===== src/rtl/cam_pkg.sv =====
`default_nettype none
// ============================================================================
// cam_pkg
// Shared definitions for the camera capture path: capture FSM state encoding
// and the default frame geometry used by frame_capture_ctrl and RAW2GRAY.
// Revision: 1.0
// ============================================================================
package cam_pkg;

  typedef enum logic [1:0] {
    IDLE     = 2'd0,
    ARM      = 2'd1,
    WAIT_SOF = 2'd2,
    CAPTURE  = 2'd3
  } state_t;

  localparam int DEF_WIDTH  = 1280;
  localparam int DEF_HEIGHT = 960;
  localparam int DEF_DATA_W = 12;

endpackage
`default_nettype wire


===== src/rtl/pixel_counter.sv =====
`default_nettype none
// ============================================================================
// pixel_counter
// Column/row position tracking for the capture window. Counters run only
// while en (CAPTURE) is high and are held at zero otherwise, so every frame
// starts at (0,0). Also flags any geometry violation.
//
// Ports:
//   clk, rst        clock, asynchronous active-low reset
//   en              high while the controller is in CAPTURE
//   pix             a sensor pixel is present this cycle (fval & lval)
//   lval_fall       line valid falling edge
//   fval_fall       frame valid falling edge
//   col, row        current position of the pixel presented this cycle
//   pix_ok          position lies inside WIDTH x HEIGHT
//   size_err_set    one-cycle request to set the sticky size error
// Revision: 1.0
// ============================================================================
module pixel_counter #(
  parameter int WIDTH  = 1280,
  parameter int HEIGHT = 960,
  parameter int CNT_W  = 16
) (
  input  logic             clk,
  input  logic             rst,
  input  logic             en,
  input  logic             pix,
  input  logic             lval_fall,
  input  logic             fval_fall,
  output logic [CNT_W-1:0] col,
  output logic [CNT_W-1:0] row,
  output logic             pix_ok,
  output logic             size_err_set
);

  localparam logic [CNT_W-1:0] CNT_MAX = '1;
  localparam logic [CNT_W-1:0] W_C     = CNT_W'(WIDTH);
  localparam logic [CNT_W-1:0] H_C     = CNT_W'(HEIGHT);

  logic             line_close;
  logic [CNT_W-1:0] col_inc;
  logic [CNT_W-1:0] row_inc;
  logic [CNT_W-1:0] row_final;

  always_comb begin
    col_inc      = (col == CNT_MAX) ? col : col + CNT_W'(1);
    row_inc      = (row == CNT_MAX) ? row : row + CNT_W'(1);
    // A frame end closes a still-open line exactly like an lval fall would.
    line_close   = en && (lval_fall || fval_fall) && (col != '0);
    row_final    = line_close ? row_inc : row;
    pix_ok       = (col < W_C) && (row < H_C);
    size_err_set = 1'b0;
    if (en && pix && !pix_ok)
      size_err_set = 1'b1;
    if (line_close && (col != W_C))
      size_err_set = 1'b1;
    if (en && fval_fall && (row_final != H_C))
      size_err_set = 1'b1;
  end

  always_ff @(posedge clk or negedge rst) begin
    if (!rst) begin
      col <= '0;
      row <= '0;
    end else if (!en || fval_fall) begin
      col <= '0;
      row <= '0;
    end else if (line_close) begin
      col <= '0;
      row <= row_inc;
    end else if (pix) begin
      col <= col_inc;
    end
  end

endmodule
`default_nettype wire


===== src/rtl/frame_capture_ctrl.sv =====
`default_nettype none
// ============================================================================
// frame_capture_ctrl
// Gates the raw sensor stream by a host start/stop handshake and produces
// the registered pixel stream (pixel, valid, col, row) for RAW2GRAY.
// Capture always begins on a clean frame start so Bayer parity is exact.
//
// Ports:
//   clk, rst        clock, asynchronous active-low reset
//   start           host pulse, arms a capture (ignored together with stop)
//   continuous      sampled on start accept: 1 = run until stop
//   stop            host pulse, ends capture at the next frame boundary
//   in_fval/lval    sensor frame / line valid
//   in_data         sensor raw pixel
//   pixel           registered pixel (1-cycle latency)
//   pixel_valid     pixel strobe
//   col_num/row_num position of the strobed pixel
//   busy            controller not in IDLE
//   frame_done      one-cycle pulse per captured frame
//   frame_count     frames completed since the last accepted start
//   size_err        sticky geometry error since the last accepted start
// Revision: 1.0
// ============================================================================
module frame_capture_ctrl
  import cam_pkg::*;
#(
  parameter int WIDTH  = DEF_WIDTH,
  parameter int HEIGHT = DEF_HEIGHT,
  parameter int DATA_W = DEF_DATA_W,
  parameter int CNT_W  = 16,
  parameter int FCNT_W = 16
) (
  input  logic              clk,
  input  logic              rst,
  input  logic              start,
  input  logic              continuous,
  input  logic              stop,
  input  logic              in_fval,
  input  logic              in_lval,
  input  logic [DATA_W-1:0] in_data,
  output logic [DATA_W-1:0] pixel,
  output logic              pixel_valid,
  output logic [CNT_W-1:0]  col_num,
  output logic [CNT_W-1:0]  row_num,
  output logic              busy,
  output logic              frame_done,
  output logic [FCNT_W-1:0] frame_count,
  output logic              size_err
);

  state_t           state;
  state_t           state_nxt;
  logic             fval_d;
  logic             lval_d;
  logic             cont_mode;
  logic             stop_req;

  logic             pix;
  logic             fval_rise;
  logic             fval_fall;
  logic             lval_fall;
  logic             in_cap;
  logic             start_acc;
  logic             frame_end;

  logic [CNT_W-1:0] col;
  logic [CNT_W-1:0] row;
  logic             pix_ok;
  logic             size_err_set;

  assign pix       = in_fval & in_lval;
  assign fval_rise = in_fval & ~fval_d;
  assign fval_fall = fval_d & ~in_fval;
  assign lval_fall = lval_d & ~in_lval;
  assign in_cap    = (state == CAPTURE);
  assign start_acc = (state == IDLE) && start && !stop;
  assign frame_end = in_cap && fval_fall;
  assign busy      = (state != IDLE);

  pixel_counter #(
    .WIDTH  (WIDTH),
    .HEIGHT (HEIGHT),
    .CNT_W  (CNT_W)
  ) u_pixel_counter (
    .clk          (clk),
    .rst          (rst),
    .en           (in_cap),
    .pix          (pix),
    .lval_fall    (lval_fall),
    .fval_fall    (fval_fall),
    .col          (col),
    .row          (row),
    .pix_ok       (pix_ok),
    .size_err_set (size_err_set)
  );

  always_ff @(posedge clk or negedge rst) begin
    if (!rst) state <= IDLE;
    else      state <= state_nxt;
  end

  always_comb begin
    state_nxt = state;
    case (state)
      IDLE:     if (start_acc) state_nxt = ARM;
      // Stay here while a frame is already running so it is dropped whole.
      ARM:      if (stop)          state_nxt = IDLE;
                else if (!in_fval) state_nxt = WAIT_SOF;
      WAIT_SOF: if (stop)           state_nxt = IDLE;
                else if (fval_rise) state_nxt = CAPTURE;
      CAPTURE:  if (fval_fall)
                  state_nxt = (cont_mode && !stop_req && !stop) ? WAIT_SOF : IDLE;
      default:  state_nxt = IDLE;
    endcase
  end

  always_ff @(posedge clk or negedge rst) begin
    if (!rst) begin
      fval_d      <= 1'b0;
      lval_d      <= 1'b0;
      cont_mode   <= 1'b0;
      stop_req    <= 1'b0;
      pixel       <= '0;
      pixel_valid <= 1'b0;
      col_num     <= '0;
      row_num     <= '0;
      frame_done  <= 1'b0;
      frame_count <= '0;
      size_err    <= 1'b0;
    end else begin
      fval_d      <= in_fval;
      lval_d      <= in_lval;
      pixel_valid <= in_cap && pix && pix_ok;
      frame_done  <= frame_end;

      if (in_cap && pix && pix_ok) begin
        pixel   <= in_data;
        col_num <= col;
        row_num <= row;
      end

      if (start_acc) begin
        cont_mode   <= continuous;
        stop_req    <= 1'b0;
        frame_count <= '0;
        size_err    <= 1'b0;
      end else begin
        if (in_cap && stop) stop_req    <= 1'b1;
        if (frame_end)      frame_count <= frame_count + FCNT_W'(1);
        if (size_err_set)   size_err    <= 1'b1;
      end
    end
  end

endmodule
`default_nettype wire


===== config.mk =====
export PLATFORM = sky130hd
export DESIGN_NAME = frame_capture_ctrl
export DESIGN_NICKNAME = d
export VERILOG_FILES = /design/src/rtl/cam_pkg.sv /design/src/rtl/pixel_counter.sv /design/src/rtl/frame_capture_ctrl.sv
export SDC_FILE = /design/constraint.sdc
export NUM_CORES = 1
export LEC_CHECK = 0
export BUFFER_PORTS_ARGS = -buffer_cell sky130_fd_sc_hd__buf_2
export CORE_ASPECT_RATIO = 1.25
export CORE_MARGIN = 2
export CORE_UTILIZATION = 45
export CTS_CLUSTER_DIAMETER = 30
export CTS_CLUSTER_SIZE = 20
export DETAILED_ROUTE_END_ITERATION = 6
export PLACE_DENSITY = 0.76
export SYNTH_ARGS = -nofsm -noshare
export SYNTH_HDL_FRONTEND = slang
export SYNTH_SLANG_ARGS = --single-unit

===== constraint.sdc =====
create_clock -name clk -period 3.2 [get_ports clk]
set_clock_uncertainty 0.1 [all_clocks]
set_input_delay 0 -clock clk [delete_from_list [all_inputs] [get_ports clk]]
set_output_delay 0 -clock clk [all_outputs]
set_load 0.02 [all_outputs]

==> run summary <==
Sequential fraction of the synthesis area = 52.8%
Starting Density = 45.8%
CTS tree = done
Worst endpoint required time = 3.37 ns
Post-synth top area share = 52.8%
EDFF count, synth = 0
Clock transition at path regs = 0.07 ns
Setup Fix Bufs, Post-CTS = 0
IO Count = 83
FMAX = 395 MHz
Max Slew Vio Count = 0
Clock tree buffer depth = 2
Leak pwr = 2.84 nW
Core Box Area = 10500 um^2
Largest family of logic cells by synthesized area = simple AND/OR/NAND/NOR gates
Final setup margin = 0.669 ns
Critical path cell sequence = inv_1 -> ha_1 -> nor4b_1 -> nand4_1 -> nand2_2 -> nor4_1 -> o311a_1 -> o21a_1 -> a31oi_1
RSZ-0062 raised after global routing = no
Met1 Track Usage GR = 23.1%
M3 GR Usage = 3.54%
Max cap viols = 0
Setup TNS = 0 ns
Clk sinks = 101
Non-Filler Instances = 677
Startpoint class of the critical path = flip-flop
Critical path endpoint category = flip-flop
Ranking of synthesized cells by area = dfrtp_1, mux2_2, xor2_1
Number of antenna violations at the first check in global routing = 0
Xor/xnor share of the synthesized area = 6.95%
Tightest Pin Transition = 0.891 ns
Fillers = 927
Slowest-stage cell, CP = dfrtp_1
GRT Total Usage = 18.9%
DR vias/cell = 5.43
Ratio of total power to cell area = 484 nW/um^2
Fin crit share = 79.1%
First-pass GRT wire length = 17.1 mm
Top FF cell, synth = dfrtp_1
Reg-to-Reg Start = u_pixel_counter.col[0]
Routed wire length = 10.1 mm
Ys async rst share = 100%
Nets = 563
Rel. slew slack = 40.6%
Worst slack, placed = 0.734 ns
DRT antenna net count = 0
Most common cell in the synthesized netlist = dfrtp_1
Met2 usage = 32.6%
Syn-to-layout area delta = 21.1%
Dpl hpwl = 6.98 mm
Drt first pass iters = 4
Final worst path period need = 2.53 ns
Top Usage Layer GRT = met2
Top cells by count, synth = dfrtp_1, nor2_1, mux2_2, xor2_1, nand2_1
Row cnt = 42
Post-synthesis adder-cell area fraction = 1.04%
TritonCTS Buffers = 9
Routability cong. = 0.935
Overall power = 2.80 mW
Vias in the first global route = 3662
Status = finished clean
Fin. Hold Viols = 0
Synth Area in Compound Gates = 5.46%
# setup viols final = 0
Mean Syn Cell Area = 10.9 um^2
Later-pin clock latency in the skew report = 0.34 ns
Synth area leader = dfrtp_1
Peak VDD IR = 0.402 mV
Via count = 3676
Simple-gate area share of the yosys netlist = 21.4%
H-tree depth = 3
Pin count of the biggest net entering global routing = 74
Mapped Cells = 441
Critical Path AT = 2.70 ns
R2R cell count = 9
Die Height = 119 um
#FFs+latches synth = 101
DRT iter0 DRCs = 123
Die X = 96.3 um
WS Path Type = reg2reg
Flop2flop setup slack = 0.67 ns
Placed Cells = 643
Worst R2R End = size_err
Fraction of final layout cells sized beyond drive strength 1 = 27.2%
Hold Path Class = in2async
Fin util = 55.4%
Synthesized area = 4790 um^2
Clock root cell = clkbuf_16
Mux cell area share after synthesis = 9.25%
IO buf count = 82
Global route overflow = 0
N_diodes = 0
Synth Warn # = 0
Die ar. = 11500 um^2
Worst-path fanout max = 12
DRC Markers = 0
CP max stage delay = 0.42 ns
Synth Net Count = 464
Drt wl/cell = 14.9 um
Synth cell types = 50
## power breakdown
group	internal (mW)	total, mW	switching (mW)	leakage, nW
logic	0.115	0.281	0.166	1.29
registers	1.33	1.37	0.0343	1.39
clock network	0.685	1.15	0.469	0.153
total	2.14	2.80	0.669	2.84
## layer usage
layer / up-vias / routed length (um)
met4: 0 / 159
met2: 80 / 5270
met3: 17 / 387
met5: - / 0
li1: 1736 / -
met1: 1843 / 4250
## cell families (layout without fill, tap and decap cells)
family,after synthesis,count (layout)
AO/OA/AOI/OAI,42,42
AND/OR/NAND/NOR,189,189
multiplexers,40,40
XOR/XNOR,38,38
adder cells (fa/ha/maj),4,4
buffers and inverters,27,131
flip-flops,101,101
## worst max-delay path by stage
stage | start | end | depth (start not counted)
2_1_floorplan | u_pixel_counter.row[0] | size_err | 9
3_3_place_gp | u_pixel_counter.col[0] | size_err | 9
3_5_place_dp | u_pixel_counter.col[0] | size_err | 9
4_1_cts | u_pixel_counter.col[0] | size_err | 9
5_1_grt | u_pixel_counter.col[0] | size_err | 9
6_report | u_pixel_counter.col[0] | size_err | 9
## worst max-delay path, delay by kind of cell (launching register included)
| family | cells | cell delay (ns) |
|---|---|---|
| DFF | 1 | 0.42 |
| AOI/OAI and AO/OA | 3 | 0.63 |
| buffers and inverters | 1 | 0.10 |
| and+or+nand+nor | 4 | 1.07 |
| adders and majority gates | 1 | 0.14 |
## cell type report
class | count | area [um^2] | area share [%]
Multi-Input combinational cell | 313 | 2110 | 36.5
Clock buffer | 10 | 229 | 3.95
Tap cell | 132 | 165 | 2.85
Sequential cell | 101 | 2530 | 43.6
Inverter | 8 | 30.0 | 0.518
Clock inverter | 6 | 86.3 | 1.49
Timing Repair Buffer | 107 | 646 | 11.1
## cell usage in the layout, fill, tap and decap left out, types with 3 or more instances in the layout
| cell type | netlist | final |
|---|---|---|
| inv_1 | 8 | 8 |
| buf_2 | 7 | 81 |
| nor4b_1 | 3 | 3 |
| nand3_1 | 15 | 15 |
| buf_4 | 0 | 8 |
| nand2b_1 | 6 | 6 |
| mux2_2 | 33 | 33 |
| xor2_1 | 27 | 27 |
| and3_1 | 8 | 8 |
| nor2_1 | 57 | 57 |
| clkbuf_16 | 0 | 9 |
| xnor2_1 | 11 | 11 |
| dlygate4sd3_1 | 0 | 18 |
| ha_1 | 4 | 4 |
| nor3_1 | 10 | 10 |
| or3_1 | 6 | 6 |
| nand2_1 | 26 | 26 |
| nor4_1 | 9 | 9 |
| nand4_1 | 17 | 17 |
| and4_1 | 4 | 4 |
| o21ai_0 | 15 | 15 |
| mux2i_1 | 6 | 6 |
| a21oi_1 | 12 | 12 |
| dfrtp_1 | 101 | 101 |
| and2_1 | 3 | 3 |
| nor2b_1 | 11 | 11 |
## state kept, by name (all words and copies together), names as in the netlist, 2 cells and up
register / flops
col_num: 16
frame_count: 16
row_num: 16
u_pixel_counter.col: 16
u_pixel_counter.row: 16
pixel: 12
state: 2
## timing repair
item,in CTS,in global routing
resized for setup,0,0
hold endpoints to repair,89,0
hold buffers,18,0
## through the flow
step	hold slack, ns	area, um^2
2_1_floorplan	-0.396	4790
4_1_cts	0.231	5800
3_3_place_gp	0.0334	5300
3_5_place_dp	0.0334	5300
6_report	0.220	5800
5_1_grt	0.237	5800
Power figures use the tool's default switching activity.
